--- src/rtl/mem_arbiter.sv ---
// Shares one synchronous memory port between an instruction-fetch and a data port.
// Round-robin grant per cycle, registered command, tagged read-data return.
module mem_arbiter #(
    parameter int ADDR_W = 32,
    parameter int DATA_W = 32
) (
    input  logic                clk_i,
    input  logic                rst_i,
    input  logic                i_req_i,
    input  logic [ADDR_W-1:0]   i_addr_i,
    output logic                i_gnt_o,
    output logic                i_rvalid_o,
    output logic [DATA_W-1:0]   i_rdata_o,
    input  logic                d_req_i,
    input  logic [DATA_W/8-1:0] d_we_i,
    input  logic [ADDR_W-1:0]   d_addr_i,
    input  logic [DATA_W-1:0]   d_wdata_i,
    output logic                d_gnt_o,
    output logic                d_rvalid_o,
    output logic [DATA_W-1:0]   d_rdata_o,
    output logic [ADDR_W-1:0]   m_addr_o,
    output logic [DATA_W-1:0]   m_wdata_o,
    output logic [DATA_W/8-1:0] m_we_o,
    output logic                m_rd_o,
    input  logic [DATA_W-1:0]   m_rdata_i
);
    localparam int BE_W = DATA_W / 8;

    logic              prio_q, prio_d;
    logic [ADDR_W-1:0] m_addr_q, m_addr_d;
    logic [DATA_W-1:0] m_wdata_q, m_wdata_d;
    logic [BE_W-1:0]   m_we_q, m_we_d;
    logic              m_rd_q, m_rd_d;
    logic              cmd_d_q, cmd_d_d;
    logic              tag_v_q, tag_v_d;
    logic              tag_d_q, tag_d_d;

    // prio_q=1 means the instruction port won last, so data is preferred on a tie.
    always_comb begin
        i_gnt_o = ~rst_i & i_req_i & (~d_req_i | ~prio_q);
        d_gnt_o = ~rst_i & d_req_i & (~i_req_i |  prio_q);
    end

    always_comb begin
        prio_d    = prio_q;
        m_addr_d  = m_addr_q;
        m_wdata_d = m_wdata_q;
        m_we_d    = '0;
        m_rd_d    = 1'b0;
        cmd_d_d   = d_gnt_o;
        if (i_gnt_o) begin
            prio_d   = 1'b1;
            m_addr_d = i_addr_i;
            m_rd_d   = 1'b1;
        end else if (d_gnt_o) begin
            prio_d   = 1'b0;
            m_addr_d = d_addr_i;
            if (d_we_i == '0) begin
                m_rd_d = 1'b1;
            end else begin
                m_we_d    = d_we_i;
                m_wdata_d = d_wdata_i;
            end
        end
        // Tag follows the command one stage later, aligned with the memory's read data.
        tag_v_d = m_rd_q;
        tag_d_d = cmd_d_q;
    end

    always_ff @(posedge clk_i or posedge rst_i) begin
        if (rst_i) begin
            prio_q    <= 1'b0;
            m_addr_q  <= '0;
            m_wdata_q <= '0;
            m_we_q    <= '0;
            m_rd_q    <= 1'b0;
            cmd_d_q   <= 1'b0;
            tag_v_q   <= 1'b0;
            tag_d_q   <= 1'b0;
        end else begin
            prio_q    <= prio_d;
            m_addr_q  <= m_addr_d;
            m_wdata_q <= m_wdata_d;
            m_we_q    <= m_we_d;
            m_rd_q    <= m_rd_d;
            cmd_d_q   <= cmd_d_d;
            tag_v_q   <= tag_v_d;
            tag_d_q   <= tag_d_d;
        end
    end

    assign m_addr_o   = m_addr_q;
    assign m_wdata_o  = m_wdata_q;
    assign m_we_o     = m_we_q;
    assign m_rd_o     = m_rd_q;
    assign i_rvalid_o = tag_v_q & ~tag_d_q;
    assign d_rvalid_o = tag_v_q &  tag_d_q;
    assign i_rdata_o  = m_rdata_i;
    assign d_rdata_o  = m_rdata_i;
endmodule
--- config.mk ---
export PLATFORM = sky130hd
export DESIGN_NAME = mem_arbiter
export DESIGN_NICKNAME = d
export VERILOG_FILES = /design/src/rtl/mem_arbiter.sv
export SDC_FILE = /design/constraint.sdc
export NUM_CORES = 1
export LEC_CHECK = 0
export BUFFER_PORTS_ARGS = -buffer_cell sky130_fd_sc_hd__buf_2
export CAP_MARGIN = 20
export CORE_AREA = 10 10 140 91
export CTS_CLUSTER_DIAMETER = 30
export DETAILED_ROUTE_END_ITERATION = 12
export DIE_AREA = 0 0 150 101
export PLACE_DENSITY = 0.76
export SLEW_MARGIN = 20
export SYNTH_ARGS = -nofsm -noshare
export SYNTH_HDL_FRONTEND = slang
export SYNTH_SLANG_ARGS = --single-unit
export TNS_END_PERCENT = 50
--- constraint.sdc ---
create_clock -name clk_i -period 2 [get_ports clk_i]
set_input_delay 0.2 -clock clk_i [delete_from_list [all_inputs] [get_ports clk_i]]
set_output_delay 0.2 -clock clk_i [all_outputs]
set_load 0.005 [all_outputs]
# --- Word-level counts from Yosys, hierarchy flattened ---
# Index checks and enable logic that the tools add are counted.
# Widths: inputs -> output; s select.
op_classes:
  n_mul: 0
  magnitude_cmp: 0
  addsub: 0
  shifts: 0
  muxes: 10
  n_div: 0
  reduce_logical: 3
  n_eq_ne: 0
  n_bitwise: 15
ops:
  columns: ["op", "n"]
  rows:
  - ["$mux 32", 2]
  - ["$mux 4", 3]
  - ["$not 1->1", 7]
  - ["$and 1x1->1", 6]
  - ["$mux 1", 5]
  - ["$logic_not 4->1", 1]
  - ["$reduce_and 3->1", 1]
  - ["$or 1x1->1", 2]
  - ["$reduce_bool 2->1", 1]
word_totals:
  rom_bits: 0
  input_bits: 136
  out_inout_bits: 137
  n_memories: 0
  mem_bits_rw: 0
  latch_bits: 0
  ff_bits: 73

# --- Depth between registers and ports, before layout ---
# Gate-level depths: netlist (run 1).
logic_depth:
  depth_word: 5
  ltp_mapped: 5
  ltp_nobuf: 3

# --- Worst setup path before layout (run 1) ---
# No wires, ideal clock.
synth_timing:
  path_type: "register to register"
  from: "reg prio_q"
  to: "reg m_wdata_q[0] (netlist: m_wdata_o[0])"
  arrival_ps: 1453
  required_ps: 1875
  n_path_buf: 1
  path_stages_with_launch: 5
  slack_ps: 422
  path_cell_list: "dfrtp_1 inv_2 a2111oi_4 buf_6 mux2_4"
synth_via:
  elab_chain_len: 5
synth_lines:
  columns: ["item", "line_no", "rtl"]
  rows:
  - ["start, declared", "29", "logic prio_q, prio_d;"]
  - ["start signal, assigned", "81", "prio_q <= prio_d;"]
  - ["$not 1->1", "40", "i_gnt_o = ~rst_i & i_req_i & (~d_req_i | ~prio_q);"]
  - ["$or 1x1->1", "40", null]
  - ["$and 1x1->1", "40", null]
  - ["$not 1->1 (no line)", null, null]
  - ["$reduce_and 3->1 (no line) (*)", null, null]
  - ["end signal, assigned", "83", "m_wdata_q <= m_wdata_d;"]
  - ["end, declared", "31", "logic [DATA_W-1:0] m_wdata_q, m_wdata_d;"]
# Mark *: on every way between the ends. The rest lies on a longest branch, timed or not.
# A chain may end at the register's enable or synchronous reset.

# --- Worst setup path in the final report (run 1) ---
layout_timing:
  from: "reg prio_q"
  to: "out i_gnt_o"
layout_via:
  elab_chain_len: 3
layout_lines:
  columns: ["item", "line_no", "rtl"]
  rows:
  - ["$not 1->1", "40", null]
  - ["$or 1x1->1", "40", null]
  - ["$and 1x1->1", "40", null]
  - ["end, declared", "11", "output logic i_gnt_o,"]
# No other way between the ends.

==> impl_metrics.yaml, run 1 <==
job:
  timing.max_cap.violations: 0
clock_network:
  clock_sinks: 73
  clk_path_buf_depth: 2
  clkSlewWorstSetupHoldPaths_ns: 0.06
  ctsHtreeMaxLevel: 3
  cts_hold_repair.buffers: 0
  clk_root_buffer_cell: "sky130_fd_sc_hd__clkbuf_16"
  numCtsBuffers: 9
  cts_tree: "yes"
  postCtsResizedCells: 1
  cts_setup_buffers: 0
  clock_insertion_delay_worst_skew_ns: 0.33
drt:
  detail_route.iter0.violations: 117
  avgViaCountPerCell: 4.87
  wirelength_um: 10600
  drt_drc_violations_left: 0
  dr_pass1_iterations: 4
  dr_wl_cell_um: 17.9
  postRouteAntennaNets: 0
  routed_vias: 2884
layout:
  final_core_util: 0.442
  final_nets: 584
  multiInputGateArea_sq_mm: 0.00126
  final_layout_size_suffix_gt1_frac: 0.523
  area_growth_from_synthesis_to_final_layout_pct: 22.7
  fill_cells: 992
  final-seq-area_sq_mm: 0.00183
  diodes: 0
sta:
  tightest_slew_margin_relative_to_the_limit: 0.522
  fin_crit_sh: 0.867
  min_period_ns: 1.73
  grt_setup_unrepaired: "no"
  setup-violations-final: 0
  fmaxAchievable_ghz: 0.577
  finalSetupTns_ns: 0
  timing.final.hold_violations: 0
  slew_at_the_pin_closest_to_its_max_slew_limit_ns: 0.716
  timing.clock.skew_ns: 0.00682
  slew_viol_final: 0
  hold_slack_ns: 0.0426
global_route:
  global_route.usage.total: 0.132
  grt-ovfl-total: 0
  global_route_wire_length_before_repair_um: 16100
  initial_antenna_violation_count: 0
  pin_count_of_the_biggest_net_entering_global_routing: 47
  grt_pass1_vias: 2987
worst_setup_path:
  setup.worst_path.end_class: "output pin"
  worstPathArrival_ns: 1.53
  worst_ep_required_time_ns: 1.80
  critical_path_class: "register to output pin"
  crit_path_max_fanout: 33
  crit_start_category: "register"
floorplanning:
  die_h_um: 101
  floorplan.die.width_um: 150
  floorplan.die_area_sq_mm: 0.0152
  ioPinCount: 273
  rows: 29
  core_sq_mm: 0.0102
  initial_utilization: 0.360
logic_synthesis:
  netlist-cell-type-count: 22
  synthArstFlopShare: 1.00
  synth_area_leaders: "sky130_fd_sc_hd__dfrtp_1 50%, sky130_fd_sc_hd__buf_4 13%, sky130_fd_sc_hd__mux2_4 12%"
  synth_warnings: 0
  netlist_area_sq_mm: 0.00369
  edff_count_synth: 0
  syn_inst: 342
  synth_common_cells: "73 x sky130_fd_sc_hd__dfrtp_1, 64 x sky130_fd_sc_hd__buf_4, 33 x sky130_fd_sc_hd__nor2_1, 33 x sky130_fd_sc_hd__o21ai_0"
  post_synthesis_register_bit_count: 73
  seq_area_frac_synth: 0.495
  syn-num-nets: 478
  synthMostInstantiatedCell: "sky130_fd_sc_hd__dfrtp_1"
  synth_top_area_frac: 0.495
  yosysTopAreaCell: "sky130_fd_sc_hd__dfrtp_1"
  yosys_most_used_dff: "sky130_fd_sc_hd__dfrtp_1"
  synthesis.area_per_instance_sq_um: 10.8
placement:
  dp_hpwl_um: 8220
  gpl.final_weighted_congestion: 0.805
  io_buffers: 176
min_path:
  hp-class: "input port to async pin"
status:
  outcome: "complete, no violations"
pwr:
  cellPowerDensity_mw_per_mm2: 971
  leakagePower_nw: 2.17
  irDropWorstVdd_uv: 369
-- placed cells by master (no fill, tap or decap), types with 2 or more instances in the layout --
cell type                    netlist  final
sky130_fd_sc_hd__buf_2             5    176
sky130_fd_sc_hd__dfrtp_1          73     73
sky130_fd_sc_hd__o21ai_0          33     33
sky130_fd_sc_hd__nor2_1           33     33
sky130_fd_sc_hd__nand3_1          32     32
sky130_fd_sc_hd__a31oi_1          32     32
sky130_fd_sc_hd__mux2_4           30     30
sky130_fd_sc_hd__clkbuf_16         0      9
sky130_fd_sc_hd__and2_1            6      5
sky130_fd_sc_hd__clkinvlp_4        0      3
sky130_fd_sc_hd__buf_12            0      3
sky130_fd_sc_hd__buf_4            64      3
sky130_fd_sc_hd__nand2_1           2      2
sky130_fd_sc_hd__nand2b_1          2      2
sky130_fd_sc_hd__mux2_2            2      2
sky130_fd_sc_hd__clkinv_4          0      2
sky130_fd_sc_hd__inv_6             0      2
-- power by group --
| group | internal (mW) | switching (mW) |
|---|---|---|
| Clock | 0.861 | 0.671 |
| Combinational | 0.543 | 0.443 |
| Sequential | 1.74 | 0.142 |
-- through the flow --
stage                     power [mW]  setup WS [ns]  instance area, sq um  instances
final                           4.39          0.266                  4520        592
after floorplan                 2.50          0.422                  3690        342
after global routing            4.64          0.118                  4520        592
after CTS                       4.47          0.258                  4520        592
after global placement          2.87          0.336                  4240        576
after detailed placement        2.90          0.244                  4240        576
-- routing by layer --
layer / track usage / routed length, um
met2: 0.193 / 4700
met4: 0.0417 / 133
met3: 0.0704 / 1400
met5: 0.0167 / 0
met1: 0.161 / 4360
-- area by class of cell --
type,count,share of cell area
Sequential cell,73,0.404
Multi-Input combinational cell,179,0.278
Timing Repair Buffer,182,0.213
Clock buffer,9,0.0498
Tap cell,139,0.0384
Clock inverter,7,0.0136
Inverter,3,0.00332
-- cells by family after synthesis --
group,count (synthesis),share of synthesized area
compound gates,69,0.113
mux,32,0.128
buf+inv,90,0.165
simple gates,78,0.0994
flops,73,0.495
-- critical path, cell delays in order (launching register included) --
cell and delay (ns):
sky130_fd_sc_hd__dfrtp_1 0.40, sky130_fd_sc_hd__and2_2 0.53, sky130_fd_sc_hd__nor2_1 0.11, sky130_fd_sc_hd__buf_2 0.16
-- sequential cells by signal (all words and copies together) (netlist names) --
register	flops
cmd_d_q	1
m_addr_o	32
m_rd_o	1
m_wdata_o	32
m_we_o	4
prio_q	1
tag_d_q	1
tag_v_q	1
-- path summary, 6_finish.rpt --
path	startpoint	endpoint	slack (ns)	cells past startpoint
worst max-delay path	prio_q	i_gnt_o	0.27	3
worst min-delay path	rst_i	m_addr_o[25]	0.04	2
worst max register to register	prio_q	m_wdata_o[5]	0.33	4
worst min register to register	cmd_d_q	tag_d_q	0.35	0
max in group asynchronous	rst_i	m_wdata_o[21]	1.32	3
min in group clk_i	d_we_i[1]	m_we_o[1]	0.10	2
(Power assumes the default switching activity.)
==> run 2: changes to the inputs <==
Settings changed: ABC_AREA set to 1, CORE_AREA 10 10 140 91 to 10 10 142 92, DIE_AREA 0 0 150 101 to 0 0 152 102, PLACE_DENSITY 0.76 to 0.77.
==> impl_metrics.yaml, run 2 <==
status:
  outcome: "complete, no violations"
clock_network:
  numCtsBuffers: 9
  postCtsResizedCells: 0
  clk_path_buf_depth: 2
  clkSlewWorstSetupHoldPaths_ns: 0.05
  ctsHtreeMaxLevel: 3
  cts_tree: "yes"
  cts_setup_buffers: 0
  clock_sinks: 73
  clock_insertion_delay_worst_skew_ns: 0.32
  clk_root_buffer_cell: "sky130_fd_sc_hd__clkbuf_16"
pwr:
  irDropWorstVdd_uv: 421
  cellPowerDensity_mw_per_mm2: 977
  totalPowerFinal_mw: 4.60
  leakagePower_nw: 2.79
worst_setup_path:
  reg2regPathDepth: 5
  crit_path_max_fanout: 35
  worst_ep_required_time_ns: 1.80
  crit_start_category: "input port"
  critical_path_class: "input port to output pin"
  worstPathArrival_ns: 1.71
  setup.worst_path.end_class: "output pin"
logic_synthesis:
  netlist_area_sq_mm: 0.00388
  post_synthesis_register_bit_count: 73
  synthMostInstantiatedCell: "sky130_fd_sc_hd__nand2_1"
  syn_inst: 489
  synthArstFlopShare: 1.00
  netlist-cell-type-count: 15
  yosys_most_used_dff: "sky130_fd_sc_hd__dfrtp_1"
  syn-num-nets: 625
  synth_top_area_frac: 0.471
  yosysTopAreaCell: "sky130_fd_sc_hd__dfrtp_1"
  edff_count_synth: 0
  synthesis.area_per_instance_sq_um: 7.93
  synth_common_cells: "230 x sky130_fd_sc_hd__nand2_1, 73 x sky130_fd_sc_hd__dfrtp_1, 68 x sky130_fd_sc_hd__buf_4"
  synth_warnings: 0
  synth_area_leaders: "sky130_fd_sc_hd__dfrtp_1 47%, sky130_fd_sc_hd__nand2_1 22%, sky130_fd_sc_hd__buf_4 13%"
  seq_area_frac_synth: 0.471
sta:
  grt_setup_unrepaired: "no"
  fin_crit_sh: 0.957
  fmaxAchievable_ghz: 0.522
  slew_viol_final: 0
  slew_at_the_pin_closest_to_its_max_slew_limit_ns: 0.672
  min_period_ns: 1.91
  finalSetupTns_ns: 0
  tightest_slew_margin_relative_to_the_limit: 0.552
  timing.final.hold_violations: 0
  setup_ws_ns: 0.0854
  timing.clock.skew_ns: 0.00413
  setup-violations-final: 0
drt:
  wirelength_um: 11700
  dr_pass1_iterations: 4
  drt_drc_violations_left: 0
  routed_vias: 3575
  detail_route.iter0.violations: 180
  dr_wl_cell_um: 15.9
  postRouteAntennaNets: 0
  avgViaCountPerCell: 4.86
global_route:
  global_route.usage.total: 0.146
  global_route_wire_length_before_repair_um: 18800
  initial_antenna_violation_count: 0
  grt_pass1_vias: 3628
  pin_count_of_the_biggest_net_entering_global_routing: 51
  grt-ovfl-total: 0
floorplanning:
  floorplan.die.width_um: 152
  initial_utilization: 0.374
  ioPinCount: 273
  rows: 29
  die_h_um: 102
  floorplan.die_area_sq_mm: 0.0155
  core_sq_mm: 0.0104
job:
  timing.max_cap.violations: 0
min_path:
  timing.hold.worst_path_depth: 3
  hp-class: "input port to register"
placement:
  io_buffers: 176
  gpl.final_weighted_congestion: 0.775
  dp_hpwl_um: 8830
  pre_cts_slack_ns: 0.437
  dpl-instance-area_sq_mm: 0.00436
layout:
  most-common-layout-cells: "230 x sky130_fd_sc_hd__nand2_1, 176 x sky130_fd_sc_hd__buf_2, 73 x sky130_fd_sc_hd__dfrtp_1"
  mostFrequentLayoutCell: "sky130_fd_sc_hd__nand2_1"
  final_nets: 728
  diodes: 0
  area_growth_from_synthesis_to_final_layout_pct: 21.5
  final_layout_size_suffix_gt1_frac: 0.353
  layout.cell_area.non_filler_sq_mm: 0.00471
-- run 2: cell types whose count changed after synthesis, sizes merged, moves of 4 or more --
cell,delta
a31oi,-32
o21ai,-33
mux2,-32
clkbuf,-4
nand4,+64
buf,+13
nand3,-30
nor2,-23
inv,+8
nand2,+230
and2,-6
-- run 2: repair_timing --
item / CTS / global route
hold buffers: 1 / 0
endpoints found under the hold margin: 20 / 0
endpoints found under the setup margin: 0 / 0
-- run 2: worst paths after layout --
| check | startpoint | to | slack, ns |
|---|---|---|---|
| min | d_we_i[2] | m_we_o[2] | 0.1 |
| max in group asynchronous | rst_i | m_wdata_o[3] | 1.03 |
| max reg2reg | prio_q | m_wdata_o[28] | 0.49 |
| min reg2reg | cmd_d_q | tag_d_q | 0.37 |
| min in group asynchronous | rst_i | prio_q | 0.53 |
| max | rst_i | d_gnt_o | 0.09 |
-- run 2: area by class of cell --
class / count / area [sq um]
Inverter: 11 / 43.8
Timing Repair Buffer: 188 / 973
Multi-Input combinational cell: 309 / 1350
Fill cell: 1051 / 5670
Tap cell: 139 / 174
Sequential cell: 73 / 1830
Clock buffer: 11 / 243
Clock inverter: 5 / 103
-- run 2: power by group --
| part | internal (mW) | switching, mW | total (mW) |
|---|---|---|---|
| Combinational | 0.388 | 0.503 | 0.891 |
| Sequential | 1.73 | 0.136 | 1.86 |
| Clock | 1.25 | 0.600 | 1.85 |
-- run 2: metal layers --
metal  wire, um  global-route usage
met1       4900               0.175
met2       5540               0.233
met3       1190              0.0705
met4         71              0.0361
met5          0                   0
-- run 2: kinds of logic after synthesis --
family	synth area share
and+or+nand+nor	0.346
buffers and inverters	0.181
AOI/OAI and AO/OA	0.00129
DFF	0.471
-- run 2: critical path, cell delays in order --
cell	delay, ns
sky130_fd_sc_hd__dlygate4sd3_1	0.53
sky130_fd_sc_hd__buf_2	0.13
sky130_fd_sc_hd__inv_4	0.08
sky130_fd_sc_hd__nand2_2	0.08
sky130_fd_sc_hd__nor2_4	0.12
sky130_fd_sc_hd__buf_4	0.35
sky130_fd_sc_hd__buf_2	0.20
-- run 2: through the flow --
step,hold WS [ns],utilization,cells
2_1_floorplan,0.306,-,489
3_3_place_gp,0.301,0.420,719
3_5_place_dp,0.316,0.420,719
4_1_cts,0.0796,0.454,736
5_1_grt,0.0774,0.454,736
6_report,0.0989,0.454,736
==> run 3: changes to the inputs <==
Settings changed: CORE_AREA 10 10 142 92 to 10 10 113 115, DIE_AREA 0 0 152 102 to 0 0 123 125, PLACE_DENSITY 0.77 to 0.76.
==> impl_metrics.yaml, run 3 (synthesis results as in run 2) <==
floorplanning:
  initial_utilization: 0.366
  core_sq_mm: 0.0106
  die_h_um: 125
  floorplan.die.width_um: 123
  rows: 38
  floorplan.die_area_sq_mm: 0.0154
  ioPinCount: 273
drt:
  routed_vias: 3483
  dr_pass1_iterations: 4
  avgViaCountPerCell: 4.72
  postRouteAntennaNets: 0
  drt_drc_violations_left: 0
  wirelength_um: 12100
  detail_route.iter0.violations: 209
  dr_wl_cell_um: 16.3
placement:
  dp_hpwl_um: 9000
  io_buffers: 176
  cell_count_after_placement: 720
  pre_cts_slack_ns: 0.501
  gpl.final_weighted_congestion: 0.748
sta:
  grt_setup_unrepaired: "no"
  timing.clock.skew_ns: 0.00873
  tightest_slew_margin_relative_to_the_limit: 0.594
  timing.final.hold_violations: 0
  finalSetupTns_ns: 0
  setup-violations-final: 0
  setup_ws_ns: 0.0785
  fin_crit_sh: 0.961
  slew_at_the_pin_closest_to_its_max_slew_limit_ns: 0.608
  min_period_ns: 1.92
  fmaxAchievable_ghz: 0.520
  slew_viol_final: 0
layout:
  finalNonFillerCells: 738
  most-common-layout-cells: "230 x sky130_fd_sc_hd__nand2_1, 176 x sky130_fd_sc_hd__buf_2, 73 x sky130_fd_sc_hd__dfrtp_1"
  final_nets: 728
  area_growth_from_synthesis_to_final_layout_pct: 17.1
  final_layout_size_suffix_gt1_frac: 0.353
  mostFrequentLayoutCell: "sky130_fd_sc_hd__nand2_1"
  fill_cells: 1090
worst_setup_path:
  crit_path_max_fanout: 35
  critical_path_class: "input port to output pin"
  setup.worst_path.end_class: "output pin"
  worst_ep_required_time_ns: 1.80
  worstPathArrival_ns: 1.72
  crit_start_category: "input port"
clock_network:
  clkSlewWorstSetupHoldPaths_ns: 0.07
  numCtsBuffers: 9
  clock_insertion_delay_worst_skew_ns: 0.34
  clk_path_buf_depth: 2
  clk_root_buffer_cell: "sky130_fd_sc_hd__clkbuf_8"
  cts_tree: "yes"
  ctsHtreeMaxLevel: 3
  clock_sinks: 73
  cts_setup_buffers: 0
pwr:
  irDropWorstVdd_uv: 399
  leakagePower_nw: 2.71
  cellPowerDensity_mw_per_mm2: 833
  totalPowerFinal_mw: 3.78
global_route:
  global_route.usage.total: 0.152
  pin_count_of_the_biggest_net_entering_global_routing: 53
  grt_pass1_vias: 3666
  initial_antenna_violation_count: 2
  global_route_wire_length_before_repair_um: 18900
  grt-ovfl-total: 0
job:
  timing.max_cap.violations: 0
status:
  outcome: "complete, no violations"
min_path:
  hp-class: "input port to register"
run 3: cell count changes in the layout (fill, tap and decap cells not counted), sizes merged:
cell	delta
diode	+1
clkinv	+3
bufinv	-3
run 3: cell type report:
type	count	area [sq um]	share of cell area
Antenna cell	1	2.50	0.000551
Inverter	11	43.8	0.00964
Timing Repair Buffer	188	973	0.214
Sequential cell	73	1830	0.402
Tap cell	140	175	0.0386
Clock buffer	11	141	0.0311
Clock inverter	5	31.3	0.00689
Multi-Input combinational cell	309	1350	0.297
run 3: stage by stage:
step,util,hold WS (ns),instance area [sq um]
floorplan,-,0.306,3880
global placement,0.411,0.334,4360
detailed placement,0.411,0.341,4360
CTS,0.428,0.0520,4540
global route,0.428,0.0676,4540
finish,0.428,0.0747,4540
run 3: routing by layer:
metal / GRT usage / routed length [um] / up-vias
met5: 0 / 0 / -
met4: 0.0720 / 334 / 0
met3: 0.0626 / 1350 / 28
met2: 0.241 / 5540 / 172
met1: 0.173 / 4840 / 1572
li1: - / - / 1711
run 3: report_power, final:
group / switching (mW) / total, mW / internal [mW]
logic: 0.504 / 0.892 / 0.388
clock network: 0.552 / 1.03 / 0.480
registers: 0.136 / 1.86 / 1.72
run 3: timing repair:
| item | CTS | global route |
|---|---|---|
| hold endpoints to repair | 14 | 0 |
| resized for setup | 0 | 0 |
| hold buffers | 1 | 0 |
run 3: final timing paths:
kind                       depth (start not counted)  startpoint             to  slack, ns
setup / recovery                                   7       rst_i        d_gnt_o       0.08
hold / removal                                     3   d_we_i[3]      m_we_o[3]       0.07
setup reg to reg                                   6      prio_q   m_wdata_o[7]       0.59
hold reg to reg                                    0     cmd_d_q        tag_d_q       0.35
max in group asynchronous                          4       rst_i  m_wdata_o[11]       1.05
min in group asynchronous                          4       rst_i   m_addr_o[23]       0.58
run 3: worst max-delay path, cell delays in order:
cell and delay [ns]:
sky130_fd_sc_hd__dlygate4sd3_1 0.55, sky130_fd_sc_hd__buf_2 0.15, sky130_fd_sc_hd__inv_4 0.08, sky130_fd_sc_hd__nand2_2 0.08
sky130_fd_sc_hd__nor2_4 0.12, sky130_fd_sc_hd__buf_4 0.34, sky130_fd_sc_hd__buf_2 0.19
